**config.mk**
```make
export PLATFORM = sky130hd
export DESIGN_NAME = dec_issue
export DESIGN_NICKNAME = d
export VERILOG_FILES = /design/src/rtl/dec_issue.sv
export SDC_FILE = /design/constraint.sdc
export NUM_CORES = 1
export LEC_CHECK = 0
export CORE_AREA = 3 3 258 133
export CTS_BUF_LIST = sky130_fd_sc_hd__clkbuf_4 sky130_fd_sc_hd__clkbuf_8 sky130_fd_sc_hd__clkbuf_16
export DETAILED_ROUTE_END_ITERATION = 7
export DIE_AREA = 0 0 261 136
export DONT_BUFFER_PORTS = 1
export GPL_TIMING_DRIVEN = 1
export PLACE_DENSITY_LB_ADDON = 0.15
export SLEW_MARGIN = 20
export SYNTH_ARGS = -nofsm -noshare
export SYNTH_HDL_FRONTEND = slang
export SYNTH_SLANG_ARGS = --single-unit
```
**constraint.sdc**
```tcl
create_clock -name clk -period 3.3 [get_ports clk]
set_input_delay 0.33 -clock clk [delete_from_list [all_inputs] [get_ports clk]]
set_output_delay 0.33 -clock clk [all_outputs]
set_load 0.01 [all_outputs]
```
**src/rtl/dec_issue.sv**
```systemverilog
// dec_issue: decode/issue stage between ifetch and execute.
// Decodes one RV32I instruction per cycle, resolves operands through NB_FF prioritised
// forwarding sources (index 0 youngest), stalls on load-use hazards by inserting bubbles,
// holds a registered payload under execute backpressure and counts stall cycles.
// Ports:
//   clk, reset_n                   clock, async active-low reset
//   if_valid_i / dec_ready_o       fetch-side handshake; instr_q_i, pc0_q_i
//   rf_rs*_adr_o / rf_rs*_data_i   register file read
//   csr_adr_o / csr_data_i         CSR read; exe_ff_csr_data_i forwards the issued CSR result
//   ff_v_i/ff_pend_i/ff_adr_i/ff_data_i  forwarding sources, source 0 in LSBs
//   exe_valid_q_o / exe_ready_i    execute-side handshake; *_q_o payload registers
//   stall_cnt_q_o                  saturating load-use stall cycle counter
//   flush_v_i                      pipeline flush, highest priority
module dec_issue #(
  parameter int unsigned XLEN  = 32,
  parameter int unsigned NB_FF = 2,
  parameter int unsigned CNT_W = 16
) (
  input  logic                    clk,
  input  logic                    reset_n,
  input  logic                    if_valid_i,
  output logic                    dec_ready_o,
  input  logic [XLEN-1:0]         instr_q_i,
  input  logic [XLEN-1:0]         pc0_q_i,
  output logic [4:0]              rf_rs1_adr_o,
  output logic [4:0]              rf_rs2_adr_o,
  input  logic [XLEN-1:0]         rf_rs1_data_i,
  input  logic [XLEN-1:0]         rf_rs2_data_i,
  output logic [11:0]             csr_adr_o,
  input  logic [XLEN-1:0]         csr_data_i,
  input  logic [NB_FF-1:0]        ff_v_i,
  input  logic [NB_FF-1:0]        ff_pend_i,
  input  logic [NB_FF*5-1:0]      ff_adr_i,
  input  logic [NB_FF*XLEN-1:0]   ff_data_i,
  input  logic [XLEN-1:0]         exe_ff_csr_data_i,
  output logic                    exe_valid_q_o,
  input  logic                    exe_ready_i,
  output logic [XLEN-1:0]         pc_q_o,
  output logic                    rd_v_q_o,
  output logic [4:0]              rd_adr_q_o,
  output logic                    csr_wbk_q_o,
  output logic [11:0]             csr_adr_q_o,
  output logic [XLEN:0]           rs1_data_qual_q_o,
  output logic [XLEN:0]           rs2_data_qual_q_o,
  output logic [XLEN-1:0]         branch_imm_q_o,
  output logic [1:0]              access_size_q_o,
  output logic                    unsign_ext_q_o,
  output logic                    csrrw_q_o,
  output logic [1:0]              unit_q_o,
  output logic [3:0]              operation_q_o,
  output logic                    illegal_inst_q_o,
  output logic [CNT_W-1:0]        stall_cnt_q_o,
  input  logic                    flush_v_i
);

  localparam logic [1:0] UnitAlu = 2'd0, UnitBranch = 2'd1, UnitLsu = 2'd2, UnitCsr = 2'd3;

  typedef enum logic [1:0] {StRun, StStall, StHold} state_e;
  state_e state_q, state_d;

  logic [6:0] opcode;
  logic [2:0] funct3;
  assign opcode = instr_q_i[6:0];
  assign funct3 = instr_q_i[14:12];

  assign rf_rs1_adr_o = instr_q_i[19:15];
  assign rf_rs2_adr_o = instr_q_i[24:20];
  assign csr_adr_o    = instr_q_i[31:20];

  logic [XLEN-1:0] imm_i, imm_s, imm_b, imm_u, imm_j, zimm, four;
  assign imm_i = {{(XLEN-12){instr_q_i[31]}}, instr_q_i[31:20]};
  assign imm_s = {{(XLEN-12){instr_q_i[31]}}, instr_q_i[31:25], instr_q_i[11:7]};
  assign imm_b = {{(XLEN-12){instr_q_i[31]}}, instr_q_i[7], instr_q_i[30:25], instr_q_i[11:8], 1'b0};
  assign imm_u = {{(XLEN-31){instr_q_i[31]}}, instr_q_i[30:12], 12'b0};
  assign imm_j = {{(XLEN-20){instr_q_i[31]}}, instr_q_i[19:12], instr_q_i[20], instr_q_i[30:21],
                  1'b0};
  assign zimm  = {{(XLEN-5){1'b0}}, instr_q_i[19:15]};
  assign four  = {{(XLEN-3){1'b0}}, 3'd4};

  // Decoder
  logic            rs1_v, rs2_v, rd_v, op1_pc, op1_zimm, op2_imm, op2_four, op2_csr;
  logic            unsign, csr_clear, ca2, unsign_ext, csr_wbk, csrrw, illegal;
  logic [XLEN-1:0] imm, branch_imm;
  logic [1:0]      unit, access_size;
  logic [3:0]      operation;

  always_comb begin
    rs1_v = 1'b0; rs2_v = 1'b0; rd_v = 1'b0;
    op1_pc = 1'b0; op1_zimm = 1'b0; op2_imm = 1'b0; op2_four = 1'b0; op2_csr = 1'b0;
    unsign = 1'b0; csr_clear = 1'b0; ca2 = 1'b0; unsign_ext = 1'b0;
    csr_wbk = 1'b0; csrrw = 1'b0; illegal = 1'b0;
    imm = '0; branch_imm = '0; unit = UnitAlu; access_size = 2'd0; operation = 4'd0;
    unique case (opcode)
      7'b0110011: begin // OP
        rs1_v = 1'b1; rs2_v = 1'b1; rd_v = 1'b1;
        operation = {instr_q_i[30], funct3};
        // SUB and SLT/SLTU subtract rs2
        ca2 = (instr_q_i[30] && funct3 == 3'b000) || funct3[2:1] == 2'b01;
        unsign = (funct3 == 3'b011);
      end
      7'b0010011: begin // OP-IMM
        rs1_v = 1'b1; rd_v = 1'b1; op2_imm = 1'b1; imm = imm_i;
        operation = {instr_q_i[30] && funct3 == 3'b101, funct3};
        ca2 = (funct3[2:1] == 2'b01);
        unsign = (funct3 == 3'b011);
      end
      7'b0110111: begin // LUI: rs1 unused, operand 1 reads zero
        rd_v = 1'b1; op2_imm = 1'b1; imm = imm_u;
      end
      7'b0010111: begin // AUIPC
        rd_v = 1'b1; op1_pc = 1'b1; op2_imm = 1'b1; imm = imm_u;
      end
      7'b1101111: begin // JAL: link = pc + 4
        rd_v = 1'b1; op1_pc = 1'b1; op2_four = 1'b1; unit = UnitBranch;
        branch_imm = imm_j; operation = 4'b1000;
      end
      7'b1100111: begin // JALR: target = rs1 + imm, link from pc_q_o
        rs1_v = 1'b1; rd_v = 1'b1; op2_four = 1'b1; unit = UnitBranch;
        branch_imm = imm_i; operation = 4'b1001;
      end
      7'b1100011: begin // BRANCH: compare by subtraction
        rs1_v = 1'b1; rs2_v = 1'b1; unit = UnitBranch; ca2 = 1'b1;
        unsign = funct3[1]; branch_imm = imm_b; operation = {1'b0, funct3};
      end
      7'b0000011: begin // LOAD
        rs1_v = 1'b1; rd_v = 1'b1; op2_imm = 1'b1; imm = imm_i; unit = UnitLsu;
        access_size = funct3[1:0]; unsign_ext = funct3[2]; operation = {1'b0, funct3};
      end
      7'b0100011: begin // STORE: address offset travels in branch_imm
        rs1_v = 1'b1; rs2_v = 1'b1; unit = UnitLsu; branch_imm = imm_s;
        access_size = funct3[1:0]; operation = {1'b1, funct3};
      end
      7'b1110011: begin // SYSTEM: only CSR accesses are supported
        if (funct3 != 3'b000) begin
          rd_v = 1'b1; rs1_v = ~funct3[2]; op1_zimm = funct3[2]; op2_csr = 1'b1;
          unit = UnitCsr; unsign = 1'b1; csr_wbk = 1'b1;
          csr_clear = (funct3[1:0] == 2'b11);  // CSRRC: execute ANDs csr with ~rs1
          csrrw = (funct3[1:0] == 2'b01);
          operation = {1'b0, funct3};
        end else begin
          illegal = 1'b1;
        end
      end
      default: illegal = 1'b1;
    endcase
  end

  // Returns {pend, data}; lowest index wins, x0 is never forwarded.
  function automatic logic [XLEN:0] fwd_sel(input logic [4:0] adr, input logic [XLEN-1:0] rf);
    logic [XLEN:0] r;
    r = {1'b0, rf};
    for (int i = int'(NB_FF) - 1; i >= 0; i--) begin
      if (ff_v_i[i] && ff_adr_i[i*5 +: 5] == adr) r = {ff_pend_i[i], ff_data_i[i*XLEN +: XLEN]};
    end
    if (adr == 5'd0) r = '0;
    return r;
  endfunction

  logic [XLEN:0]   rs1_fwd, rs2_fwd, ext2, q1, q2;
  logic [XLEN-1:0] csr_data, op1, op2;
  logic            hazard, load_en;

  assign rs1_fwd = fwd_sel(rf_rs1_adr_o, rf_rs1_data_i);
  assign rs2_fwd = fwd_sel(rf_rs2_adr_o, rf_rs2_data_i);
  assign hazard  = (rs1_v & rs1_fwd[XLEN]) | (rs2_v & rs2_fwd[XLEN]);

  assign csr_data = (exe_valid_q_o && csr_wbk_q_o && csr_adr_q_o == csr_adr_o) ?
                    exe_ff_csr_data_i : csr_data_i;

  assign op1 = op1_pc   ? pc0_q_i :
               op1_zimm ? zimm :
               rs1_v    ? rs1_fwd[XLEN-1:0] : '0;
  assign op2 = op2_csr  ? csr_data :
               op2_imm  ? imm :
               op2_four ? four : rs2_fwd[XLEN-1:0];

  assign q1   = {~unsign & op1[XLEN-1], csr_clear ? ~op1 : op1};
  assign ext2 = {~unsign & op2[XLEN-1], op2};
  assign q2   = ca2 ? (~ext2 + {{XLEN{1'b0}}, 1'b1}) : ext2;

  assign load_en     = ~exe_valid_q_o | exe_ready_i;
  assign dec_ready_o = ~hazard & load_en & ~flush_v_i;

  always_comb begin
    state_d = StRun;
    if (flush_v_i)                          state_d = StRun;
    else if (exe_valid_q_o && !exe_ready_i) state_d = StHold;
    else if (if_valid_i && hazard)          state_d = StStall;
  end

  always_ff @(posedge clk or negedge reset_n) begin
    if (!reset_n) begin
      state_q       <= StRun;
      exe_valid_q_o <= 1'b0;
      stall_cnt_q_o <= '0;
    end else begin
      state_q <= state_d;
      if (flush_v_i)    exe_valid_q_o <= 1'b0;
      else if (load_en) exe_valid_q_o <= if_valid_i & ~hazard;
      if (state_q == StStall && !flush_v_i && stall_cnt_q_o != {CNT_W{1'b1}}) begin
        stall_cnt_q_o <= stall_cnt_q_o + CNT_W'(1);
      end
    end
  end

  always_ff @(posedge clk or negedge reset_n) begin
    if (!reset_n) begin
      pc_q_o            <= '0;
      rd_v_q_o          <= 1'b0;
      rd_adr_q_o        <= '0;
      csr_wbk_q_o       <= 1'b0;
      csr_adr_q_o       <= '0;
      rs1_data_qual_q_o <= '0;
      rs2_data_qual_q_o <= '0;
      branch_imm_q_o    <= '0;
      access_size_q_o   <= '0;
      unsign_ext_q_o    <= 1'b0;
      csrrw_q_o         <= 1'b0;
      unit_q_o          <= '0;
      operation_q_o     <= '0;
      illegal_inst_q_o  <= 1'b0;
    end else if (load_en) begin
      pc_q_o            <= pc0_q_i;
      rd_v_q_o          <= rd_v & (instr_q_i[11:7] != 5'd0);
      rd_adr_q_o        <= instr_q_i[11:7];
      csr_wbk_q_o       <= csr_wbk;
      csr_adr_q_o       <= csr_adr_o;
      rs1_data_qual_q_o <= q1;
      rs2_data_qual_q_o <= q2;
      branch_imm_q_o    <= branch_imm;
      access_size_q_o   <= access_size;
      unsign_ext_q_o    <= unsign_ext;
      csrrw_q_o         <= csrrw;
      unit_q_o          <= unit;
      operation_q_o     <= operation;
      illegal_inst_q_o  <= illegal;
    end
  end

endmodule

```
==> results.sh, run 1 <==
export IMPL_die_h_um=136
export IMPL_ys_seq_area_share_pct=37.3
export IMPL_synthTopCellsByCount="317 x nand2_1, 168 x dfrtp_1, 116 x o21ai_0, 80 x nor2_1, 73 x xnor2_1"
export IMPL_instances_no_fill=1878
export IMPL_cts_buffers=17
export IMPL_hold_path_class="in -> async"
export IMPL_drc=0
export IMPL_hpwl_mm=41.8
export IMPL_wirelength_mm=53.8
export IMPL_gp_congestion=0.972
export IMPL_multiInputGateArea_sq_um=6530
export IMPL_cts_tree="yes"
export IMPL_cts_root_buf="clkbuf_16"
export IMPL_tns_ps=0
export IMPL_grtUsageTotal_pct=29.3
export IMPL_path_class="reg -> reg"
export IMPL_viasPerCell=5.84
export IMPL_crit_chain="xnor2_1 -> nand3_2 -> or4_4 -> buf_12 -> mux2_2 -> o22ai_4 -> or4b_4 -> nor3_4 -> a41oi_2 -> xnor2_1 -> mux2_2"
export IMPL_utilization_pct=42.4
export IMPL_fillerInstances=3263
export IMPL_crit_required_ps=3640
export IMPL_syn_to_final_growth_pct=20.0
export IMPL_nets=1699
export IMPL_clock_sinks=168
export IMPL_clock_fmax_ghz=0.304
export IMPL_slew_violations=0
export IMPL_violations="negative hold slack"
export IMPL_clock_skew_ps=9.18
export IMPL_firstDrtPassIters=6
export IMPL_period_minus_slack_ps=3290
export IMPL_io_pins=475
export IMPL_grt_max_degree=169
export IMPL_num_vias=11000
export IMPL_postRouteAntennaNets=0
export IMPL_reg2regPathDepth=11
export IMPL_p_leak_uw=0.00565
export IMPL_start_util_pct=35.4
export IMPL_critPathLaunchType="register"
export IMPL_antenna_found_initial=10
export IMPL_synth_async_sr_flop_share_pct=100
export IMPL_chipWidth_um=261
export IMPL_port_buffers=0
export IMPL_drt_iter0_drc=1335
export IMPL_hold_slack_ps=-433
export IMPL_relSlewSlack_pct=26.7
export IMPL_ys_types=80
export IMPL_grt_first_pass_wirelength_mm=75.1
export IMPL_ff2ff_setup_slack_ps=9
export IMPL_rsz0062_at_grt="yes"
export IMPL_clk_latency_ps=460
export IMPL_clk_pin_slew_ps=70
export IMPL_design_core_area_sq_um=31800
export IMPL_crit_path_end_kind="register"
export IMPL_hold_viol_final=168
export IMPL_yosysWarnings=0
export IMPL_syn_nets=1645
export IMPL_cp_top_family="simple AND/OR/NAND/NOR gates"
export IMPL_ys_top_cells_by_area="dfrtp_1 37%, nand2_1 11%, xnor2_1 5.7%, o21ai_0 5.2%, mux2i_1 3.9%"
export IMPL_rows=46
export IMPL_r2r_start="csr_adr_q_o[0]"
export IMPL_synth_largest_area_cell="dfrtp_1"
export IMPL_cts_htree_levels=4
export IMPL_drive_gt1_share_pct=15.3
export IMPL_regArea_sq_um=4210
export IMPL_place_inst=1770
export IMPL_synthCells=1368
export IMPL_arrival_ps=3630
export IMPL_setup_viol=0
export IMPL_finalCritPeriodShare_pct=99.7
export IMPL_route_detailed_wl_per_inst_um=28.7
export IMPL_critPathMaxFanout=14
export IMPL_syn_area_sq_um=11300
export IMPL_r2r_end="rs2_data_qual_q_o[29]"
export IMPL_hold_buffers=51
export IMPL_ir_worst_vdd_mv=0.289
export IMPL_synth_edf_count=0
export IMPL_dpl_cell_area_sq_um=12000
export IMPL_final_area_sq_um=13500
export IMPL_worst_path_max_delay_cell="or4b_4"
export IMPL_status="complete, but fails checks"
export IMPL_die_area_sq_um=35500
export IMPL_yosysMostFrequentCell="nand2_1"
export IMPL_clk_path_buf_depth=2
export IMPL_synth_top_area_share_pct=37.3
export IMPL_ys_seq_elements=168
export IMPL_tightest_slew_ps=1100
export IMPL_first_global_vias=10300
export IMPL_grt_overflow=0
export IMPL_syn_area_per_cell_sq_um=8.23
export IMPL_synthFlopType="dfrtp_1"
export IMPL_p_per_area_nw_per_um2=389
export IMPL_cp_num_buf_inv=1
export IMPL_crit_path_max_incr_delay_ps=520
export IMPL_maxCapViolCount=0
## layer usage
layer | track usage, % | vias up | part of all wire [%]
li1 | - | 4898 | -
met1 | 40.2 | 5471 | 43
met2 | 46.2 | 512 | 47
met3 | 5.97 | 93 | 7.2
met4 | 10.0 | 2 | 3.1
met5 | 0 | - | 0.024
## layout make-up
class                   count  share of cell area, %
flip-flops and latches    168                   31.1
multi-input cells        1052                   48.4
repair buffers            170                   11.6
inverters                  13                  0.361
clock inverters            15                   1.17
well taps                 432                   4.00
diodes                     11                  0.204
clock buffers              17                   3.15
## registers in the layout, indices dropped and copies added (netlist names), 2 cells and up
| signal | flops |
|---|---|
| access_size_q_o | 2 |
| branch_imm_q_o | 21 |
| csr_adr_q_o | 12 |
| operation_q_o | 4 |
| rs1_data_qual_q_o | 33 |
| pc_q_o | 32 |
| rd_adr_q_o | 5 |
| stall_cnt_q_o | 16 |
| unit_q_o | 2 |
| rs2_data_qual_q_o | 33 |
| state_q | 2 |
## how the worst max path moves through the flow
| stage | cells after the start | end | slack, ps | startpoint |
|---|---|---|---|---|
| final | 11 | rs2_data_qual_q_o[29] | 9 | csr_adr_q_o[0] |
| after global routing | 12 | rs2_data_qual_q_o[31] | -160 | csr_adr_q_o[7] |
| after CTS | 11 | rs2_data_qual_q_o[29] | -20 | csr_adr_q_o[8] |
| after detailed placement | 11 | rs2_data_qual_q_o[29] | -240 | csr_adr_q_o[0] |
| after global placement | 12 | rs2_data_qual_q_o[29] | -190 | csr_adr_q_o[0] |
| after floorplan | 13 | rs2_data_qual_q_o[29] | 40 | instr_q_i[30] |
## per-stage QoR
step                total power, uW  setup slack [ps]
floorplan                      2870              43.5
finish                         5250              9.12
global placement               3120              -189
detailed placement             3130              -243
global route                   5460              -158
CTS                            5250             -23.7
## cells in the final DEF, fill, tap and decap left out, types with 15 or more instances in the layout
cell type / instances
nand2_1: 317
dfrtp_1: 167
o21ai_0: 115
buf_4: 102
nor2_1: 77
xnor2_1: 73
dlygate4sd3_1: 51
nand3_1: 45
a21oi_1: 44
mux2i_1: 42
a22oi_1: 34
xor2_1: 33
a211oi_1: 21
nor3_1: 18
clkbuf_16: 17
mux2_2: 15
a31oi_1: 15
## cell families after synthesis
| group | count (synthesis) | share of synthesized area, % |
|---|---|---|
| fa+ha+maj | 2 | 0.222 |
| buf+inv | 148 | 6.66 |
| compound gates | 348 | 20.3 |
| xor+xnor | 108 | 8.54 |
| simple gates | 526 | 20.6 |
| mux | 68 | 6.35 |
| flops | 168 | 37.3 |
## power by group
part           internal [uW]  leakage, uW  switching (uW)
clock network           1070     0.000284             984
registers               2180      0.00215             170
logic                    379      0.00322             464
total                   3630      0.00565            1620
## what timing repair did
action,CTS,global route
pin swaps,3,16
setup endpoints to repair,23,24
endpoints found under the hold margin,225,168
resized for setup,17,31
cloned,1,1
setup buffers,2,11
(Power assumes the default switching activity.)
==> run 2: changes to the inputs <==
GPL_ROUTABILITY_DRIVEN = 0   (was not set)
==> results.sh, run 2 (synthesized netlist as in run 1, its figures left out) <==
export IMPL_status="complete, but fails checks"
export IMPL_violations="negative hold slack, negative setup slack"
export IMPL_drc=0
export IMPL_grt_first_pass_wirelength_mm=75.0
export IMPL_wirelength_mm=53.5
export IMPL_postRouteAntennaNets=0
export IMPL_grtUsageTotal_pct=29.0
export IMPL_cts_tree="yes"
export IMPL_r2r_start="csr_adr_q_o[5]"
export IMPL_maxCapViolCount=0
export IMPL_setup_viol=8
export IMPL_met2_usage_pct=45.3
export IMPL_ff2ff_setup_slack_ps=-70
export IMPL_hpwl_mm=41.0
export IMPL_grt_busiest_layer="met2"
export IMPL_hold_viol_final=168
export IMPL_rsz0062_at_grt="yes"
export IMPL_hold_slack_ps=-432
export IMPL_p_per_area_nw_per_um2=383
export IMPL_clk_pin_slew_ps=70
export IMPL_cts_root_buf="clkbuf_16"
export IMPL_syn_to_final_growth_pct=22.0
export IMPL_viasPerCell=5.84
export IMPL_slew_violations=0
export IMPL_critPathLaunchType="register"
export IMPL_cts_htree_levels=4
export IMPL_tns_ps=-313
export IMPL_instances_no_fill=1879
export IMPL_clock_fmax_ghz=0.297
export IMPL_rows=46
export IMPL_reg_top3="rs1_data_qual_q_o (33), rs2_data_qual_q_o (33), pc_q_o (32)"
export IMPL_antenna_found_initial=5
export IMPL_final_common_cell="nand2_1"
export IMPL_r2r_end="rs2_data_qual_q_o[31]"
export IMPL_grtUsageMet3_pct=6.61
export IMPL_crit_required_ps=3610
export IMPL_drive_gt1_share_pct=16.9
export IMPL_finalCritPeriodShare_pct=102
export IMPL_port_buffers=0
export IMPL_clock_skew_ps=15.6
export IMPL_arrival_ps=3670
export IMPL_p_leak_uw=0.00574
export IMPL_crit_path_end_kind="register"
export IMPL_tightest_slew_ps=1090
export IMPL_hold_path_class="in -> async"
export IMPL_first_global_vias=10400
export IMPL_clk_path_buf_depth=2
export IMPL_nets=1709
export IMPL_ir_worst_vdd_mv=0.258
export IMPL_chipWidth_um=261
export IMPL_drt_iter0_drc=1250
export IMPL_final_cell_mix="316 x nand2_1, 167 x dfrtp_1, 116 x o21ai_0, 106 x buf_4, 75 x nor2_1"
export IMPL_start_util_pct=35.4
export IMPL_grt_max_degree=169
export IMPL_design_core_area_sq_um=31800
export IMPL_firstDrtPassIters=6
export IMPL_critPathMaxFanout=7
export IMPL_reg2regPathDepth=12
export IMPL_die_h_um=136
export IMPL_use_met1_pct=40.2
export IMPL_hold_buffers=52
export IMPL_place_inst=1771
export IMPL_clk_latency_ps=460
export IMPL_relSlewSlack_pct=27.2
export IMPL_grt_overflow=0
export IMPL_path_class="reg -> reg"
export IMPL_num_vias=11000
export IMPL_die_area_sq_um=35500
export IMPL_period_minus_slack_ps=3370
export IMPL_clock_sinks=168
export IMPL_fin_ws_ps=-66.3
export IMPL_route_detailed_wl_per_inst_um=28.4
export IMPL_io_pins=475
export IMPL_cts_buffers=17
run 2: cell types whose count changed in the layout (fill, tap and decap cells not counted), moves of 3 or more:
cell / before / now
nor2_4: 0 / 4
buf_6: 4 / 10
mux2i_1: 42 / 39
buf_4: 102 / 106
mux2_4: 1 / 4
diode_2: 11 / 2
mux2i_4: 1 / 4
run 2: stage by stage:
step / cell area (sq um) / setup WS [ps] / util, % / power [uW] / hold slack (ps)
floorplan: 11300 / 43.5 / - / 2870 / 34.4
global placement: 12000 / -113 / 37.8 / 3120 / 40.3
detailed placement: 12000 / -198 / 37.8 / 3130 / 39.5
CTS: 13400 / -51.9 / 42.2 / 5250 / -458
global route: 13700 / -216 / 43.2 / 5480 / -460
finish: 13700 / -66.3 / 43.2 / 5260 / -432
run 2: per-layer routing:
layer  share of wire, %  up-vias
met4                3.2        4
met3                8.3       93
met1                 43     5379
met5              0.041        -
met2                 46      584
li1                   -     4906
run 2: power breakdown:
group / internal (uW) / switching, uW
Sequential: 2180 / 170
Combinational: 402 / 479
Clock: 1010 / 1020
run 2: worst max path at each step:
stage | from | endpoint | slack [ps] | depth (start not counted)
4_1_cts | csr_adr_q_o[8] | rs2_data_qual_q_o[29] | -50 | 11
3_5_place_dp | csr_adr_q_o[8] | rs2_data_qual_q_o[29] | -200 | 11
6_report | csr_adr_q_o[5] | rs2_data_qual_q_o[31] | -70 | 12
3_3_place_gp | instr_q_i[20] | rs2_data_qual_q_o[29] | -110 | 13
5_1_grt | csr_adr_q_o[5] | rs2_data_qual_q_o[29] | -220 | 12
2_1_floorplan | instr_q_i[30] | rs2_data_qual_q_o[29] | 40 | 13
run 2: what timing repair did:
item | in CTS | in global routing
buffers inserted | 7 | 11
gates cloned | 4 | 0
endpoints found under the hold margin | 227 | 168
resized for setup | 33 | 46
endpoints found under the setup margin | 23 | 26
pin swaps | 13 | 35
run 2: critical path, stage by stage (launching register included):
cell and delay [ps]:
dfrtp_1 390, xnor2_1 170, nand3_1 100, or4_4 620, buf_12 190, mux2i_2 250, a2bb2oi_1 160, or4b_4 550
nor3_4 220, buf_6 150, a41oi_2 100, xnor2_1 230, a21oi_1 80
run 2: area by class of cell:
cell class	count	area, sq um
Clock inverter	15	156
Inverter	13	48.8
Clock buffer	17	425
Sequential cell	168	4210
Multi-Input combinational cell	1052	6670
Tap cell	432	541
Fill cell	3157	18100
Antenna cell	2	5.00
Timing Repair Buffer	180	1680
==> RTL change: new RTL, config.mk and constraints of run 2 <==
Set the parameter `NB_FF` to 4 (it was 2).
--- a/src/rtl/dec_issue.sv
+++ b/src/rtl/dec_issue.sv
@@ -13,7 +13,7 @@
 //   flush_v_i                      pipeline flush, highest priority
 module dec_issue #(
   parameter int unsigned XLEN  = 32,
-  parameter int unsigned NB_FF = 2,
+  parameter int unsigned NB_FF = 4,
   parameter int unsigned CNT_W = 16
 ) (
   input  logic                    clk,
Interface: changed (resized ff_adr_i, ff_data_i, ff_pend_i and ff_v_i); port bits go from 475 to 553. No check against the original RTL was run, so the function may have changed too.
==> RTL change against run 2 <==
- the run ends with DRC, hold timing left
- hold slack gained 0.019 ns
- clock skew shrank 0.0023 ns
- sequential cell count is the same
- power grew 5.5%
- final area grew 9.0%
- count of clock-buffer cells in the layout grew 2
- worst setup slack gained 0.084 ns
- area after synthesis grew 15%
- routed wire length grew 25%
- critical endpoint unchanged
- highest routed layer unchanged
==> RTL change: results <==
{
  "drt_pass1_iterations": 8,
  "tightest_slew_ns": 1.147,
  "grt_max_degree": 169,
  "status": "finished with violations",
  "antenna_found_initial": 8,
  "reg2reg_to": "rs2_data_qual_q_o[31]",
  "vias": 14074,
  "netlist_instances": 1674,
  "top_regs": "rs1_data_qual_q_o x33, rs2_data_qual_q_o x33, pc_q_o x32",
  "drive_gt1_share_pct": 13.31,
  "ys_seq_area_share_pct": 32.51,
  "cts_resized": 4,
  "track_usage_pct": 36.47,
  "worstPathArrival_ns": 3.64,
  "path_clk_slew_ns": 0.08,
  "max_stage_delay_ns": 0.55,
  "cts_inserted_buffers": 17,
  "r2r_setup_slack_ns": 0.02,
  "cts_htree_levels": 4,
  "irDropWorstVdd_uv": 236.8,
  "ant_nets": 0,
  "grt_pass1_wl_mm": 94.17,
  "cpMaxStageDelayCell": "or4_4",
  "path_max_fanout": 4,
  "p_leak_nw": 6.469,
  "synth_common_cells": "313 x nand2_1, 168 x dfrtp_1, 157 x nor2_1",
  "ys.warnings.count": 0,
  "worstReg2RegStart": "csr_adr_q_o[9]",
  "first_iter_violations": 2333,
  "yosysUniqueCellTypes": 79,
  "cts_root_buf": "clkbuf_16",
  "r2r_cells": 11,
  "numPlacedInstances": 2083,
  "hold_viol": 168,
  "ys.flop_type": "dfrtp_1",
  "fin_cells": 2161,
  "synth.area.top_cells": "dfrtp_1 33%, nand2_1 9.1%, xnor2_1 5.3%, a21oi_1 4.6%, nor2_1 4.6%",
  "synth_async_sr_flop_share_pct": 100.0,
  "clock_skew_ns": 0.01326,
  "clk_path_buf_depth": 2,
  "cts_setup_buffers": 0,
  "synth.net_count": 2029,
  "timing.hold.ws_ns": -0.4133,
  "clock_latency_ns": 0.44,
  "hold_buffers": 34,
  "port_buffers": 0,
  "first_global_vias": 13046,
  "hpwl_mm": 53.31,
  "failed_checks": "DRC, hold timing",
  "drc": 17,
  "worstHoldPathType": "input port to asynchronous set/reset pin",
  "wl_per_cell_um": 31.02
}
## RTL change: changes by cell type after synthesis, sizes merged, moves of 11 or more
cell / change
a211oi: +46
a22oi: -30
o21ai: -17
a221o: +11
nor2: +76
a311oi: +13
mux2: -20
mux2i: +11
a21oi: +75
clkbuf: +17
nor3: +29
buf: +18
## RTL change: worst max path at each step
stage,start,end,slack [ns],cells past startpoint
global route,csr_adr_q_o[9],rs2_data_qual_q_o[31],-0.04,11
global placement,csr_adr_q_o[9],rs2_data_qual_q_o[25],-0.14,11
finish,csr_adr_q_o[9],rs2_data_qual_q_o[31],0.02,11
detailed placement,csr_adr_q_o[7],rs2_data_qual_q_o[31],-0.14,11
CTS,csr_adr_q_o[7],rs2_data_qual_q_o[31],0.07,11
floorplan,instr_q_i[12],rs2_data_qual_q_o[30],0.14,12
## RTL change: cell families (layout without fill, tap and decap cells)
group | after synthesis | count (layout) | synth area share (%)
muxes | 59 | 59 | 4.606
buffers and inverters | 186 | 233 | 7.034
AOI/OAI and AO/OA | 485 | 485 | 25.22
other | 0 | 8 | 0
DFF | 168 | 168 | 32.51
adders and majority gates | 2 | 2 | 0.1935
xor gates and xnor gates | 117 | 117 | 7.925
and+or+nand+nor | 657 | 657 | 22.52
## RTL change: critical path: cells and delay by family (launching register included)
family / cells / cell delay, ns
AOI/OAI and AO/OA: 6 / 1.60
xor gates and xnor gates: 1 / 0.19
buffers and inverters: 1 / 0.18
DFF: 1 / 0.41
and+or+nand+nor: 3 / 0.82
## RTL change: cell type report
cell class	count	area [µm²]
fillers	3138	16860
repair buffers	185	1589
inverters	16	60.06
diodes	8	20.02
flip-flops and latches	168	4205
clock buffers	19	452.9
multi-input cells	1320	7940
well taps	432	540.5
clock inverters	13	162.7
## RTL change: layer usage
| metal | part of all wire (%) | up-vias | track usage [%] |
|---|---|---|---|
| met1 | 39 | 6689 | 47.76 |
| met4 | 4.5 | 2 | 15.00 |
| met2 | 42 | 1110 | 52.93 |
| met3 | 15 | 210 | 15.26 |
| met5 | 0.019 | - | 0 |
| li1 | - | 6063 | - |
## RTL change: through the flow
stage               instance area [µm²]  setup slack [ns]  hold slack, ns  TNS, ns
floorplan                         12930            0.1443         0.03441        0
global placement                  13900           -0.1379         0.04000   -1.221
detailed placement                13900           -0.1368         0.04037   -1.510
CTS                               14880           0.07046         -0.4308        0
global route                      14960          -0.03763         -0.4451  -0.1306
finish                            14970           0.01764         -0.4133        0
## RTL change: report_power, final
part	switching (mW)	total, mW	internal [mW]
clock	0.944	2.13	1.18
sequential	0.194	2.38	2.19
combinational	0.595	1.04	0.444
total	1.73	5.55	3.82
